==> config.mk <==
export PLATFORM = sky130hd
export DESIGN_NAME = mem_port_arbiter
export DESIGN_NICKNAME = d
export VERILOG_FILES = /design/src/rtl/srm_mem_pkg.sv /design/src/rtl/mem_port_arbiter.sv
export SDC_FILE = /design/constraint.sdc
export NUM_CORES = 1
export LEC_CHECK = 0
export BUFFER_PORTS_ARGS = -buffer_cell sky130_fd_sc_hd__buf_2
export CORE_ASPECT_RATIO = 0.75
export CORE_UTILIZATION = 28
export DETAILED_ROUTE_END_ITERATION = 10
export PLACE_DENSITY_LB_ADDON = 0.2
export SYNTH_ARGS = -nofsm -noshare
export SYNTH_HDL_FRONTEND = slang
export SYNTH_SLANG_ARGS = --single-unit
==> constraint.sdc <==
create_clock -name clk -period 5.2 [get_ports clk]
set_input_delay 1.04 -clock clk [delete_from_list [all_inputs] [get_ports clk]]
set_output_delay 1.04 -clock clk [all_outputs]
set_load 0.02 [all_outputs]
==> src/rtl/srm_mem_pkg.sv <==
// -----------------------------------------------------------------------------
// srm_mem_pkg
// Shared definitions for the single-port memory subsystem:
//   - MNONE / MREAD / MWRITE memory command encodings (2 bits)
//   - owner_t : which requester currently owns the memory port
//   - DEF_AW / DEF_DW : default address and data widths
// -----------------------------------------------------------------------------
package srm_mem_pkg;

   localparam int DEF_AW = 9;
   localparam int DEF_DW = 16;

   localparam logic [1:0] MNONE  = 2'b00;
   localparam logic [1:0] MREAD  = 2'b01;
   localparam logic [1:0] MWRITE = 2'b10;

   typedef enum logic [1:0] {
      IDLE = 2'b00,
      CPU  = 2'b01,
      LDR  = 2'b10
   } owner_t;

endpackage : srm_mem_pkg

==> src/rtl/mem_port_arbiter.sv <==
// -----------------------------------------------------------------------------
// mem_port_arbiter
// Shares one RAM port between the CPU controller and the program-loader/debug
// requester (LDR). The current owner keeps the port for as long as it keeps
// requesting, so multi-cycle CPU sequences are never split. Read data is
// steered back to whichever side issued the read, one cycle after issue.
//
// Optional feature (macro MEM_ARB_FAIR_EN): a hold counter forces a hand-over
// to the waiting side after MAX_HOLD consecutive owned cycles. Without the
// macro the owner keeps the port indefinitely and no counter exists.
//
// Ports:
//   clk, reset                 clock (rising edge), async active-low reset
//   cpu_cmd/addr/wdata         CPU request (cmd != MNONE means request)
//   cpu_gnt                    CPU owns the port this cycle (combinational)
//   cpu_rdata/cpu_rvalid       read return to the CPU
//   ldr_cmd/addr/wdata         loader request, same encoding
//   ldr_gnt                    loader owns the port this cycle (combinational)
//   ldr_rdata/ldr_rvalid       read return to the loader
//   mem_cmd/addr/wdata         command to the RAM from the granted side
//   mem_rdata                  RAM read data, valid one cycle after MREAD
//   owner                      registered owner state (00 IDLE, 01 CPU, 10 LDR)
// -----------------------------------------------------------------------------
module mem_port_arbiter
   import srm_mem_pkg::*;
#(
   parameter int AW       = DEF_AW,
   parameter int DW       = DEF_DW,
   parameter int MAX_HOLD = 8
) (
   input  logic          clk,
   input  logic          reset,
   input  logic [1:0]    cpu_cmd,
   input  logic [AW-1:0] cpu_addr,
   input  logic [DW-1:0] cpu_wdata,
   output logic          cpu_gnt,
   output logic [DW-1:0] cpu_rdata,
   output logic          cpu_rvalid,
   input  logic [1:0]    ldr_cmd,
   input  logic [AW-1:0] ldr_addr,
   input  logic [DW-1:0] ldr_wdata,
   output logic          ldr_gnt,
   output logic [DW-1:0] ldr_rdata,
   output logic          ldr_rvalid,
   output logic [1:0]    mem_cmd,
   output logic [AW-1:0] mem_addr,
   output logic [DW-1:0] mem_wdata,
   input  logic [DW-1:0] mem_rdata,
   output logic [1:0]    owner
);

   if (MAX_HOLD < 1) begin : g_bad_max_hold
      $error("MAX_HOLD must be at least 1");
   end

   owner_t state_q, state_d;
   logic   rd_pend_q, rd_pend_d;
   logic   rd_who_q, rd_who_d;     // 1: pending read belongs to the loader
   logic   cpu_req, ldr_req;
   logic   cpu_g, ldr_g;
   logic   force_ho;               // owner must yield to the waiting side

   assign cpu_req = (cpu_cmd != MNONE);
   assign ldr_req = (ldr_cmd != MNONE);

`ifdef MEM_ARB_FAIR_EN
   localparam int HCW = $clog2(MAX_HOLD + 1);

   logic [HCW-1:0] hold_q, hold_d;

   // The hand-over is suppressed in the cycle right after a read issue so the
   // return cycle stays aligned with the issuer's own sequence.
   assign force_ho = (hold_q >= HCW'(MAX_HOLD)) && !rd_pend_q;

   // Counts consecutive granted cycles of one side while the other waits.
   // A grant to a side other than the registered owner starts a new run.
   always_comb begin
      hold_d = '0;
      if (cpu_g && ldr_req) begin
         if (state_q == CPU) begin
            hold_d = (hold_q < HCW'(MAX_HOLD)) ? hold_q + HCW'(1) : hold_q;
         end else begin
            hold_d = HCW'(1);
         end
      end else if (ldr_g && cpu_req) begin
         if (state_q == LDR) begin
            hold_d = (hold_q < HCW'(MAX_HOLD)) ? hold_q + HCW'(1) : hold_q;
         end else begin
            hold_d = HCW'(1);
         end
      end
   end

   always_ff @(posedge clk or negedge reset) begin
      if (!reset) begin
         hold_q <= '0;
      end else begin
         hold_q <= hold_d;
      end
   end
`else
   assign force_ho = 1'b0;
`endif

   // Arbitration. Grants are held off while reset is asserted so no command
   // reaches the RAM during reset.
   // NOTE: every output of a combinational block gets a default first; any
   // path that skips an assignment would otherwise infer a latch.
   always_comb begin
      state_d = state_q;
      cpu_g   = 1'b0;
      ldr_g   = 1'b0;
      if (reset) begin
         unique case (state_q)
            IDLE: begin
               if (cpu_req) begin
                  cpu_g   = 1'b1;
                  state_d = CPU;
               end else if (ldr_req) begin
                  ldr_g   = 1'b1;
                  state_d = LDR;
               end
            end
            CPU: begin
               if (cpu_req && !(force_ho && ldr_req)) begin
                  cpu_g = 1'b1;
               end else if (ldr_req) begin
                  ldr_g   = 1'b1;
                  state_d = LDR;
               end else begin
                  state_d = IDLE;
               end
            end
            LDR: begin
               if (ldr_req && !(force_ho && cpu_req)) begin
                  ldr_g = 1'b1;
               end else if (cpu_req) begin
                  cpu_g   = 1'b1;
                  state_d = CPU;
               end else begin
                  state_d = IDLE;
               end
            end
            default: state_d = IDLE;
         endcase
      end
   end

   // Port mux: the granted side drives the RAM, otherwise the port is idle.
   always_comb begin
      mem_cmd   = MNONE;
      mem_addr  = '0;
      mem_wdata = '0;
      if (cpu_g) begin
         mem_cmd   = cpu_cmd;
         mem_addr  = cpu_addr;
         mem_wdata = cpu_wdata;
      end else if (ldr_g) begin
         mem_cmd   = ldr_cmd;
         mem_addr  = ldr_addr;
         mem_wdata = ldr_wdata;
      end
   end

   // Read-return tracking: remember who issued the read this cycle.
   always_comb begin
      rd_pend_d = (mem_cmd == MREAD);
      rd_who_d  = ldr_g;
   end

   // NOTE: sequential state uses non-blocking assignments so every flop
   // samples the pre-edge value of its inputs regardless of block order.
   // The asynchronous reset also drops any read in flight.
   always_ff @(posedge clk or negedge reset) begin
      if (!reset) begin
         state_q   <= IDLE;
         rd_pend_q <= 1'b0;
         rd_who_q  <= 1'b0;
      end else begin
         state_q   <= state_d;
         rd_pend_q <= rd_pend_d;
         rd_who_q  <= rd_who_d;
      end
   end

   assign cpu_gnt    = cpu_g;
   assign ldr_gnt    = ldr_g;
   assign owner      = state_q;
   assign cpu_rvalid = rd_pend_q && !rd_who_q;
   assign ldr_rvalid = rd_pend_q && rd_who_q;
   assign cpu_rdata  = cpu_rvalid ? mem_rdata : '0;
   assign ldr_rdata  = ldr_rvalid ? mem_rdata : '0;

endmodule : mem_port_arbiter

Word-level counts from Yosys, hierarchy flattened. Cells that the tools add are included.

Equality and inequality tests: 6. Mux-type cells: 23. Reductions and logical operators: 8.

Operator list (number): two-way mux 16 bit (4); two-way mux 9 bit (2); two-way mux 2 bit (7); two-way mux 1 bit (7); one-hot mux 2 bit (3 select lines) (1); equality test 2 x 1 -> 1 bit (second input constant) (2); inequality test 2 bit (second input constant) (2); one-hot mux 1 bit (2 select lines) (2); AND reduction 4 bit (1); nonzero test 2 bit (2); inequality test 3 bit (second input constant) (1); equality test 2 bit (second input constant) (1); logical AND 1 bit (2); logical NOT 2 bit (1); OR reduction 2 bit (1); logical NOT 1 bit (1).

Input bits: 72. Register bits after elaboration: 4. Logic and storage cells: 40. Output and inout port bits: 65.

Depth between registers and ports, before layout. Gate-level depths: netlist of run 1.

Word-level depth: 8. Depth in mapped cells: 5. Mapped depth without buffers: 3.

Worst setup path before layout of run 1. OpenSTA, ideal clock, no wires.

Kind: input to output. From: input cpu_cmd[1]. To: output mem_wdata[10]. Arrival: 2297 ps. Stages on the path: 5. Buffers on the path: 2. Data required time: 4160 ps. Setup slack: 1863 ps. Cells stage by stage: or4b_1 -> buf_2 -> a21oi_4 -> buf_6 -> a22o_1.

Longest elaborated chain between the ends: 6. Elaborated cells on any way between the ends: 10. Those cells by class: mux: 9; reduce/logical: 1.

Ends and longest elaborated chain: start: declaration (line mem_port_arbiter.sv:33) `input logic [1:0] cpu_cmd,`; nonzero test 2 bit (*) (line mem_port_arbiter.sv:63) `assign cpu_req = (cpu_cmd != MNONE);`; two-way mux 1 bit, on equally long branches (line mem_port_arbiter.sv:116, mem_port_arbiter.sv:125, mem_port_arbiter.sv:137); one-hot mux 1 bit (2 select lines) or two-way mux 1 bit (tied branches) (line mem_port_arbiter.sv:114, mem_port_arbiter.sv:135); two-way mux 1 bit or one-hot mux 1 bit (2 select lines) (tied branches) (line mem_port_arbiter.sv:113, mem_port_arbiter.sv:114); two-way mux 16 bit or two-way mux 1 bit (tied branches) (line mem_port_arbiter.sv:158, mem_port_arbiter.sv:113); two-way mux 16 bit (*) (line mem_port_arbiter.sv:154) `if (cpu_g) begin`; end: declaration (line mem_port_arbiter.sv:47) `output logic [DW-1:0] mem_wdata,`.

Mark *: on every way between the ends. The rest lies on a longest branch, timed or not.

Worst setup path after layout of run 1.
From: input reset. To: output mem_addr[7].

Longest elaborated chain between the ends: 3. Elaborated cells on any way between the ends: 4. Those cells by class: mux: 4.

Ends and longest elaborated chain: start: declaration (line mem_port_arbiter.sv:32) `input logic reset,`; two-way mux 1 bit (line mem_port_arbiter.sv:113) `if (reset) begin`; two-way mux 9 bit (line mem_port_arbiter.sv:158) `end else if (ldr_g) begin`; two-way mux 9 bit (*) (line mem_port_arbiter.sv:154); end: declaration (line mem_port_arbiter.sv:46) `output logic [AW-1:0] mem_addr,`.

Marks and branches as above.

==> results_dict.tcl, run 1 <==
set metrics [dict create \
    clock_skew_ps 5.49 \
    setup_tns_ps 0 \
    core-area_um2 2380 \
    ys_warn_count 0 \
    via_count 1221 \
    cts_buffers 3 \
    period_share 0.744 \
    path_cells "buf_2 > or4b_1 > a21oi_4 > a22o_2 > buf_2" \
    grt_pass1_vias 881 \
    die_y_um 46.2 \
    drt_pass1_iterations 4 \
    cts_tree "built" \
    slew_violations 0 \
    gr-total-overflow 0 \
    status "finished, final reports clean" \
    rows 15 \
    syn_nets 162 \
    crit_path_start_kind "input pin" \
    cts.sinks 4 \
    relSlewSlack 0.469 \
    worst_ep_required_time_ps 4160 \
    io_buffer_count 136 \
    cts_buffer_depth 2 \
    hold_violations 0 \
    grt_max_degree 28 \
    drcViolationCount 0 \
    wl_per_cell_um 12.1 \
    leakagePower_uw 0.000980 \
    clock-root-buffer "clkbuf_4" \
    io_pins 137 \
    setup_viol 0 \
    drv_cap 0 \
    timing.fmax_ghz 0.258 \
    antenna_found_initial 0 \
    path_buf_inv 2 \
    area_delta_synth_final_pct 95.0 \
    ant_nets 0 \
    diodes 0 \
    dieWidth_um 60.9 \
    ctsResizeCount 0 \
    crit_path_end_kind "output port" \
    start_util 0.306 \
    synthesis.area_um2 729 \
    synthDistinctLibCells 25 \
    clk_latency_ps 240 \
    cts_setup_buffers 0 \
    arrival_ps 2830 \
    ys_ff_latch 4 \
    tightest_slew_ps 795 \
    hpwl_mm 2.52 \
    crit_family "compound AO/OA/AOI/OAI gates" \
    hold_depth 1 \
    drt_iter0_markers 39 \
    cts_hold_buf 0 \
    routed_wl_mm 3.08 \
    slowest_delay_ps 590 \
    path_max_fanout 27 \
    hp-class "reg -> reg" \
    clk_pin_slew_ps 40 \
    die_area_um2 2820 \
    num-nets-final 294 \
    yosysSeqAreaShare 0.137 \
    min_period_ps 3870 \
    grt_pass1_wl_mm 3.84 \
    hold_ws_ps 551 \
    drive_gt1_frac 0.686 \
    reg2regPathDepth 2 \
    critical_path_class "in -> out" \
    p_per_area_nw_per_um2 168 \
    synthCells 90 \
    viasPerCell 4.81 \
    htree_num_levels 1 \
    routabilityCongestion 0.836 \
    slowest_stage "or4b_1" \
    synth.avg_cell_area_um2 8.11 \
    path_depth 5 \
    grtUsageTotal 0.181 \
    cp_common_cell "buf_2" \
    ir_drop_mv 0.101 \
    rsz0062_at_grt "no" \
    fillerInstances 245 \
]
## final cells by class
| cell class | count | area [µm²] | share of cell area |
|---|---|---|---|
| repair buffers | 136 | 681 | 0.478 |
| multi-input cells | 75 | 569 | 0.400 |
| flip-flops and latches | 4 | 100 | 0.0704 |
| well taps | 34 | 42.5 | 0.0299 |
| clock buffers | 3 | 22.5 | 0.0158 |
| inverters | 2 | 7.51 | 0.00528 |
## per-layer routing
layer  part of all wire  global-route usage  vias up
met2               0.53               0.316       57
li1                   -                   -      609
met1               0.39               0.210      553
met5                  0                   0        -
met3              0.068              0.0421        2
met4             0.0062              0.0864        0
## per-stage QoR
step                std cells  utilization  area, µm²  total power (µW)  setup WS (ps)
detailed placement        251        0.587       1400               200           1370
CTS                       254        0.597       1420               242           1350
finish                    254        0.597       1420               240           1330
floorplan                  90            -        729               138           1860
global route              254        0.597       1420               260           1210
global placement          251        0.587       1400               196           1420
## layout by cell type, fill, tap and decap left out, types with 2 or more instances in the layout
cell        n
a22o_1     16
a22o_2      9
and2_1     17
and3_1     16
buf_2     136
clkbuf_4    3
dfrtp_1     4
inv_1       2
o31ai_1     2
## registers in the layout, summed over array words and instances, names as in the netlist
signal / cells
owner: 2
rd_who_q: 1
rd_pend_q: 1
## cell usage after synthesis (all sizes together)
cell | count | area share
nand3b | 1 | 0.010
o2bb2ai | 1 | 0.012
o21ai | 1 | 0.0069
clkbuf | 4 | 0.021
buf | 5 | 0.051
a21boi | 1 | 0.010
dfrtp | 4 | 0.14
or4b | 1 | 0.014
a211o | 1 | 0.014
a21oi | 2 | 0.029
and2 | 17 | 0.15
nor2 | 1 | 0.0051
a31o | 1 | 0.012
nand2b | 1 | 0.0086
and3 | 16 | 0.14
o31ai | 2 | 0.021
inv | 2 | 0.010
a21o | 1 | 0.010
nor2b | 1 | 0.0086
nand3 | 1 | 0.0069
a22o | 25 | 0.32
o211a | 1 | 0.014
## kinds of logic after synthesis
family,count (synthesis),share of synthesized area
compound gates,36,0.444
buf+inv,11,0.0823
flops,4,0.137
simple gates,39,0.336
## worst paths after layout
check | startpoint | slack [ps] | end
min in group asynchronous | reset | 640 | owner[0]$_DFFE_PN0P_
max | reset | 1330 | mem_addr[7]
max reg2reg | owner[1]$_DFFE_PN0P_ | 3400 | rd_who_q$_DFF_PN0_
min reg2reg | owner[0]$_DFFE_PN0P_ | 550 | owner[0]$_DFFE_PN0P_
max in group asynchronous | reset | 4380 | rd_who_q$_DFF_PN0_
min | owner[0]$_DFFE_PN0P_ | 550 | owner[0]$_DFFE_PN0P_
## power breakdown
part	switching, µW	leakage (µW)	internal [µW]
sequential	7.41	0.0000518	34.8
combinational	89.5	0.000914	67.6
clock	14.4	0.0000138	25.9
total	111	0.000980	128
## worst register-to-register path, delay by kind of cell, from the launching register on
family	cells	cell delay, ps
AO/OA/AOI/OAI	1	590
flip-flops	1	420
AND/OR/NAND/NOR	1	620
Power figures use the tool's default switching activity.
==> inputs of run 2 (changes only) <==
- CORE_UTILIZATION: 28 -> 26
- clock period: 5.2 -> 3.7 ns (I/O delays scaled with it)
==> results_dict.tcl, run 2 (same netlist as run 1, synthesis figures left out) <==
set metrics [dict create \
    drt_pass1_iterations 4 \
    io_pins 137 \
    hold_ws_ps 356 \
    p_per_area_nw_per_um2 255 \
    cts_buffers 3 \
    num-nets-final 297 \
    clk_pin_slew_ps 30 \
    leakagePower_uw 0.00100 \
    setup_ws_ps 766 \
    grtUsageTotal 0.156 \
    routabilityCongestion 0.767 \
    grt_max_degree 28 \
    largest_register_ffs 2 \
    ctsResizeCount 0 \
    die_area_um2 3020 \
    routed_wl_mm 2.76 \
    htree_num_levels 1 \
    ant_nets 0 \
    drv_cap 0 \
    setup_tns_ps 0 \
    setup_viol 0 \
    clock_skew_ps 3.17 \
    diodes 0 \
    crit_path_end_kind "output port" \
    period_share 0.793 \
    dp_slack_ps 762 \
    gr-total-overflow 0 \
    rows 16 \
    drt_iter0_markers 24 \
    path_max_fanout 13 \
    rsz0062_at_grt "no" \
    hp-class "in -> async" \
    multi_input_area_um2 569 \
    seq_area_um2 100 \
    r2r_slack_ps 2180 \
    dpl-instance-area_um2 1430 \
    start_util 0.276 \
    core-area_um2 2640 \
    tightest_slew_ps 770 \
    stdcell_area_um2 1470 \
    hpwl_mm 2.30 \
    clock-root-buffer "clkbuf_8" \
    via_count 1186 \
    layout_commonest_cell "buf_2" \
    critical_path_class "in -> out" \
    relSlewSlack 0.486 \
    worst_ep_required_time_ps 2960 \
    area_delta_synth_final_pct 101 \
    grt_pass1_vias 764 \
    cts_setup_buffers 0 \
    timing.fmax_ghz 0.341 \
    die_y_um 47.9 \
    ir_drop_mv 0.104 \
    cts_buffer_depth 2 \
    drcViolationCount 0 \
    crit_path_start_kind "input pin" \
    min_period_ps 2930 \
    arrival_ps 2190 \
    hold_violations 0 \
    antenna_found_initial 0 \
    fillerInstances 266 \
    cts.sinks 4 \
    io_buffer_count 136 \
    cts_tree "built" \
    grt_pass1_wl_mm 3.56 \
    slew_violations 0 \
    drive_gt1_frac 0.691 \
    cts_hold_buf 0 \
    dieWidth_um 63.2 \
    layout_common_cells "136 x buf_2, 17 x and2_1, 16 x a22o_1, 16 x and3_1, 9 x a22o_2" \
    status "finished, final reports clean" \
    viasPerCell 4.58 \
    clk_latency_ps 220 \
    wl_per_cell_um 10.7 \
]
## run 2: cell types whose count changed in the layout (fill, tap and decap cells not counted)
| cell | delta |
|---|---|
| clkbuf_8 | +3 |
| buf_4 | +3 |
| clkbuf_4 | -3 |
## run 2: power by group
group	internal (µW)	total, µW	switching [µW]
Clock	69.4	92.3	22.9
Sequential	49.0	58.8	9.83
Combinational	98.6	223	125
Total	217	375	158
## run 2: final timing paths
kind | from | end | cells past startpoint
setup / recovery | reset | mem_addr[0] | 6
setup reg to reg | owner[1]$_DFFE_PN0P_ | rd_pend_q$_DFF_PN0_ | 3
hold / removal | reset | owner[1]$_DFFE_PN0P_ | 1
hold reg to reg | owner[0]$_DFFE_PN0P_ | owner[0]$_DFFE_PN0P_ | 1
max in group asynchronous | reset | rd_who_q$_DFF_PN0_ | 1
min in group clk | owner[0]$_DFFE_PN0P_ | owner[0]$_DFFE_PN0P_ | 1
## run 2: final cells by class
cell class,count,share of cell area
Timing Repair Buffer,139,0.480
Multi-Input combinational cell,75,0.388
Sequential cell,4,0.0683
Tap cell,36,0.0307
Clock buffer,3,0.0282
Inverter,2,0.00512
## run 2: critical path: stages
cell	delay, ps
buf_2	190
or4b_1	580
a21oi_4	170
buf_4	200
a22o_2	160
buf_2	150
## run 2: stage by stage
step,util,cells,total power (µW)
after floorplan,-,90,194
after detailed placement,0.539,256,283
after global placement,0.539,256,285
after CTS,0.555,259,378
final,0.555,259,375
after global routing,0.555,259,404
## run 2: metal layers
layer	vias up	wire [µm]	GRT usage
met5	-	0	0
met4	0	10	0.0419
met3	3	225	0.0643
met2	58	1320	0.239
met1	509	1210	0.204
li1	616	-	-
